==> src/rtl/fpu_mul_seq_if.sv <==
// Operand/result handshake bundle for the sequential binary32 multiplier.
// The master drives operands and consumes the result; the slave is the multiplier.
interface fpu_mul_seq_if;
  logic        in_valid;
  logic        in_ready;
  logic [31:0] a;
  logic [31:0] b;
  logic [31:0] o;
  logic        out_valid;
  logic        out_ready;

  modport master (
    output in_valid, a, b, out_ready,
    input  in_ready, o, out_valid
  );

  modport slave (
    input  in_valid, a, b, out_ready,
    output in_ready, o, out_valid
  );
endinterface

==> src/rtl/fpu_mul_seq.sv <==
// Sequential IEEE-754 binary32 multiplier: radix-2 shift-add over 24 cycles,
// then one normalize/round cycle, result held on a valid/ready port.
module fpu_mul_seq (
  input  logic          clk,
  input  logic          rst_n,
  fpu_mul_seq_if.slave  bus
);

  typedef enum logic [1:0] {IDLE, MUL, NORM, DONE} state_t;

  state_t             state;
  logic               in_ready_r;
  logic               out_valid_r;
  logic [31:0]        o_r;
  logic [47:0]        acc_r;
  logic [4:0]         cnt_r;

  logic               sign_r;
  logic [47:0]        mcand_r;
  logic [23:0]        mplier_r;
  logic signed [9:0]  exp_r;
  logic               nan_r, inf_r, zero_r;

  logic [7:0]         ea, eb;
  logic               a_zero, b_zero, a_inf, b_inf, a_nan, b_nan;
  logic               nan_in, inf_in, zero_in;
  logic               accept;
  logic [31:0]        norm_res;

  // Normalize the 48-bit product, round to nearest-even, then clamp the range.
  function automatic logic [31:0] round_pack(input logic sgn, input logic [47:0] p,
                                             input logic signed [9:0] e);
    logic [22:0]       mant;
    logic              g, s, up;
    logic signed [9:0] ex;
    logic [23:0]       m_r;
    logic [31:0]       res;
    if (p[47]) begin
      mant = p[46:24];
      g    = p[23];
      s    = |p[22:0];
      ex   = e + 10'sd1;
    end else begin
      mant = p[45:23];
      g    = p[22];
      s    = |p[21:0];
      ex   = e;
    end
    up  = g & (s | mant[0]);
    m_r = {1'b0, mant} + 24'(up);
    if (m_r[23]) ex = ex + 10'sd1;
    if (ex >= 10'sd255)
      res = {sgn, 8'hFF, 23'h0};
    else if (ex <= 10'sd0)
      res = {sgn, 31'h0};
    else
      res = {sgn, ex[7:0], m_r[22:0]};
    return res;
  endfunction

  assign ea     = bus.a[30:23];
  assign eb     = bus.b[30:23];
  assign a_zero = (ea == 8'h00);
  assign b_zero = (eb == 8'h00);
  assign a_inf  = (ea == 8'hFF) && (bus.a[22:0] == 23'h0);
  assign b_inf  = (eb == 8'hFF) && (bus.b[22:0] == 23'h0);
  assign a_nan  = (ea == 8'hFF) && (bus.a[22:0] != 23'h0);
  assign b_nan  = (eb == 8'hFF) && (bus.b[22:0] != 23'h0);

  assign nan_in  = a_nan | b_nan | (a_inf & b_zero) | (a_zero & b_inf);
  assign inf_in  = (a_inf | b_inf) & ~nan_in;
  assign zero_in = (a_zero | b_zero) & ~nan_in;

  assign accept = bus.in_valid && in_ready_r;

  always_comb begin
    norm_res = round_pack(sign_r, acc_r, exp_r);
    if (nan_r)
      norm_res = 32'h7FC0_0000;
    else if (inf_r)
      norm_res = {sign_r, 8'hFF, 23'h0};
    else if (zero_r)
      norm_res = {sign_r, 31'h0};
  end

  // Control, accumulator and result registers
  always_ff @(posedge clk or negedge rst_n) begin
    if (!rst_n) begin
      state       <= IDLE;
      in_ready_r  <= 1'b1;
      out_valid_r <= 1'b0;
      o_r         <= 32'h0;
      acc_r       <= 48'h0;
      cnt_r       <= 5'd0;
    end else begin
      case (state)
        IDLE: begin
          if (accept) begin
            acc_r      <= 48'h0;
            cnt_r      <= 5'd0;
            in_ready_r <= 1'b0;
            state      <= MUL;
          end
        end
        MUL: begin
          if (mplier_r[0]) acc_r <= acc_r + mcand_r;
          cnt_r <= cnt_r + 5'd1;
          if (cnt_r == 5'd23) state <= NORM;
        end
        NORM: begin
          o_r         <= norm_res;
          out_valid_r <= 1'b1;
          state       <= DONE;
        end
        DONE: begin
          if (out_valid_r && bus.out_ready) begin
            out_valid_r <= 1'b0;
            in_ready_r  <= 1'b1;
            state       <= IDLE;
          end
        end
        default: state <= IDLE;
      endcase
    end
  end

  // Operand datapath; only meaningful between accept and NORM
  always_ff @(posedge clk) begin
    if (state == IDLE && accept) begin
      sign_r   <= bus.a[31] ^ bus.b[31];
      mcand_r  <= {24'h0, 1'b1, bus.a[22:0]};
      mplier_r <= {1'b1, bus.b[22:0]};
      exp_r    <= $signed({2'b00, ea}) + $signed({2'b00, eb}) - 10'sd127;
      nan_r    <= nan_in;
      inf_r    <= inf_in;
      zero_r   <= zero_in;
    end else if (state == MUL) begin
      mcand_r  <= mcand_r << 1;
      mplier_r <= mplier_r >> 1;
    end
  end

  assign bus.in_ready  = in_ready_r;
  assign bus.out_valid = out_valid_r;
  assign bus.o         = o_r;

endmodule

==> src/flat_wrapper.sv <==
// flat-port wrapper written by rule: the top's interface ports become plain ports
module fpu_mul_seq_flat 
  (clk, rst_n, bus_in_valid, bus_a, bus_b, bus_out_ready, bus_in_ready, bus_o, bus_out_valid);
  fpu_mul_seq_if bus_i ();
  input  logic clk;
  input  logic rst_n;
  input wire logic [$bits(bus_i.in_valid)-1:0] bus_in_valid;
  input wire logic [$bits(bus_i.a)-1:0] bus_a;
  input wire logic [$bits(bus_i.b)-1:0] bus_b;
  input wire logic [$bits(bus_i.out_ready)-1:0] bus_out_ready;
  output wire logic [$bits(bus_i.in_ready)-1:0] bus_in_ready;
  output wire logic [$bits(bus_i.o)-1:0] bus_o;
  output wire logic [$bits(bus_i.out_valid)-1:0] bus_out_valid;
  assign bus_i.in_valid = bus_in_valid;
  assign bus_i.a = bus_a;
  assign bus_i.b = bus_b;
  assign bus_i.out_ready = bus_out_ready;
  assign bus_in_ready = bus_i.in_ready;
  assign bus_o = bus_i.o;
  assign bus_out_valid = bus_i.out_valid;
  fpu_mul_seq u_core (.clk(clk), .rst_n(rst_n), .bus(bus_i));
endmodule
==> config.mk <==
export PLATFORM = sky130hd
export DESIGN_NAME = fpu_mul_seq_flat
export DESIGN_NICKNAME = d
export VERILOG_FILES = /design/src/rtl/fpu_mul_seq_if.sv /design/src/rtl/fpu_mul_seq.sv /design/src/flat_wrapper.sv
export SDC_FILE = /design/constraint.sdc
export NUM_CORES = 1
export LEC_CHECK = 0
export ABC_AREA = 1
export BUFFER_PORTS_ARGS = -buffer_cell sky130_fd_sc_hd__buf_2
export CORE_ASPECT_RATIO = 0.5
export CORE_MARGIN = 2
export CORE_UTILIZATION = 45
export CTS_CLUSTER_SIZE = 30
export DETAILED_ROUTE_END_ITERATION = 8
export MAX_ROUTING_LAYER = met4
export PLACE_DENSITY = 0.74
export SLEW_MARGIN = 20
export SYNTH_ARGS = -nofsm -noshare
export SYNTH_HDL_FRONTEND = slang
export SYNTH_SLANG_ARGS = --single-unit
==> constraint.sdc <==
create_clock -name clk -period 4.1 [get_ports clk]
set_input_delay 0.82 -clock clk [delete_from_list [all_inputs] [get_ports clk]]
set_output_delay 0.82 -clock clk [all_outputs]
set_load 0.1 [all_outputs]
==> out/metrics.cfg <==
[yosys]
synthCells=1704
yosysUniqueCellTypes=59
syn_nets=1838
synth-async-reset-ratio=0.5086
yosys_warnings=0
synth_top_area_share=0.1788
ys_seq_area_frac=0.3695
yosys.area.top_type=dfrtp_1
syn_area_mm2=0.01232
synth_edf_count=60
ys_seq_elements=175
synth_common_cells=nand2_1 (458), inv_1 (236), nor2_1 (153)
synth_flop_cell=dfrtp_1
synthTopCellsByArea=dfrtp_1 (18%), edfxtp_1 (15%), nand2_1 (14%)
syn_area_per_cell_um2=7.227
yosysMostFrequentCell=nand2_1

[placed_design]
dpl.cell_count=2135
hpwl_um=25750
gp_congestion=0.9908
dpl_cell_area_mm2=0.01315
port_buffers=101

[critical_path]
timing.rr.start=u_core.acc_r[47]
start_kind=register
worstPathArrival_ns=3.61
path_max_fanout=27
critPathRequiredTime_ns=4.47
endpoint_kind=register
critPathKind=register to register
r2r_slack_ns=0.86
crit_start=u_core.acc_r[47]

[cts]
numCtsBuffers=17
clkSinkCount=175
cts_tree=built
postCtsSetupRepairBufs=0
cts_root_buffer=clkbuf_16
htreeDepth=4
cts_resized=0
clk_pin_slew_worst_paths_ns=0.08
clock_latency_ns=0.45
clockBufferDepth=2
hold_buffers=0

[power_and_ir_drop]
switchingPower_mw=3.853
p_int_mw=4.304
ir_worst_vdd_v=0.0003431
p_leak_nw=6.654
swShare=0.4723
p_comb_frac=0.463
power_density_mw_per_mm2=594.8
p_clk_frac=0.197
seq_power_share=0.340

[floorplanning]
die_x_um=238.0
rows=42
io_pins=102
start_util=0.4622
fp.dieH_um=121.0
core_area_mm2=0.02664
die-area_mm2=0.02879

[cells_and_area]
nNetsFinal=1936
num_antenna_cells=0
multi_input_area_mm2=0.006623
area_growth_pct=11.36
final_area_mm2=0.01371
seq_area_mm2=0.004552
layout-drive-gt1-share=0.1251
instances_no_fill=2167
fill_cells=2565
final_util=0.5147

[sta]
tightest_slew_ns=1.121
period_needed_ns=3.239
finalHoldViolations=0
max_clock_freq_ghz=0.3088
rsz0062_at_grt=no
tns_ns=0
slew_violations=0
setup_viol=0
max_slew_margin=0.2517
fin_hold_ws_ns=0.2784
skew_ns=0.01306
post-route-period-util=0.7899

[global_routing]
grt_usage=0.2444
grt_first_pass_wirelength_um=54540
grt_max_degree=81
overflow=0
grt_pass1_vias=10723
antenna_found_initial=0

[drt]
firstDrtPassIters=7
drtIter0Drc=1008
vias=11488
drc=0
vias_per_cell=5.301
drt.antenna.violating_nets=0
totalWireLength_um=33160
wire_per_inst_um=15.30

[hold_path]
hp-class=primary input to async pin

[run_status]
status=completed

[run]
max-cap-violations=0

-- metal layers --
metal  global-route usage  vias up  share of wire
met3              0.04345       45          0.058
li1                     -     5839              -
met1               0.3421     5308           0.50
met5                    -        -              0
met4              0.06289        0          0.017
met2               0.3668      296           0.43
-- cells by family (layout without fill, tap and decap cells) --
family,count (synthesis),in the layout,synth area share
AND/OR/NAND/NOR,795,795,0.2789
AO/OA/AOI/OAI,357,357,0.1682
XOR/XNOR,30,30,0.02133
flip-flops,175,175,0.3695
buffers and inverters,281,392,0.09377
adder cells (fa/ha/maj),66,66,0.06827
-- critical path, stage by stage (launching register included) --
cell	delay, ns
dfrtp_2	0.55
inv_2	0.38
nand2_1	0.10
nand2_1	0.09
nand2_1	0.11
inv_1	0.10
ha_1	0.18
nand3_1	0.11
nor2_1	0.16
nand3_1	0.17
nor2_1	0.13
nand2_1	0.12
nor2_1	0.22
nand2_1	0.15
o21ai_0	0.19
o211ai_1	0.11
nor2_1	0.11
nand2_1	0.05
a21oi_1	0.11
-- layout make-up --
class,count,area share
Tap cell,352,0.03211
Clock buffer,17,0.03102
Timing Repair Buffer,114,0.04416
Clock inverter,15,0.009853
Sequential cell,175,0.3319
Multi-Input combinational cell,1248,0.4829
Inverter,246,0.06806
-- path summary, 6_finish.rpt --
kind / end / cells after the start
max reg2reg: u_core.bus.o[22] / 18
max in group asynchronous: u_core.bus.in_ready / 2
min: u_core.acc_r[13] / 1
min reg2reg: u_core.mplier_r[23] / 2
max: u_core.bus.o[22] / 18
min in group clk: u_core.mplier_r[23] / 2
-- power groups by stage --
stage,clock network (mW),registers [mW],logic (mW)
global placement,0,2.79,3.68
CTS,1.62,2.77,3.74
finish,1.60,2.78,3.78
detailed placement,0,2.80,3.72
global route,1.70,2.83,4.22
floorplan,0,3.10,2.38
-- cells in the final DEF, fill, tap and decap left out, types with 26 or more instances in the layout --
master    count
nand3_1      61
ha_1         64
nor2_1      153
o21ai_0     131
inv_1       236
buf_2       100
a21oi_1     102
dfrtp_1      87
edfxtp_1     60
nand2_1     457
dfxtp_1      26
-- sequential cells by signal, summed over array words and instances (netlist names), 2 cells and up --
name and cells:
u_core.acc_r 48, u_core.mcand_r 48, u_core.bus.o 32, u_core.mplier_r 24, u_core.exp_r 10, u_core.cnt_r 5
u_core.state 2
-- stage by stage --
step / total power [mW] / setup slack, ns
3_3_place_gp: 6.464 / 1.032
2_1_floorplan: 5.481 / 0.5190
3_5_place_dp: 6.518 / 0.8857
5_1_grt: 8.754 / 0.3196
6_report: 8.158 / 0.8612
4_1_cts: 8.128 / 0.8758
No activity file was read; power rests on OpenSTA's default activity.
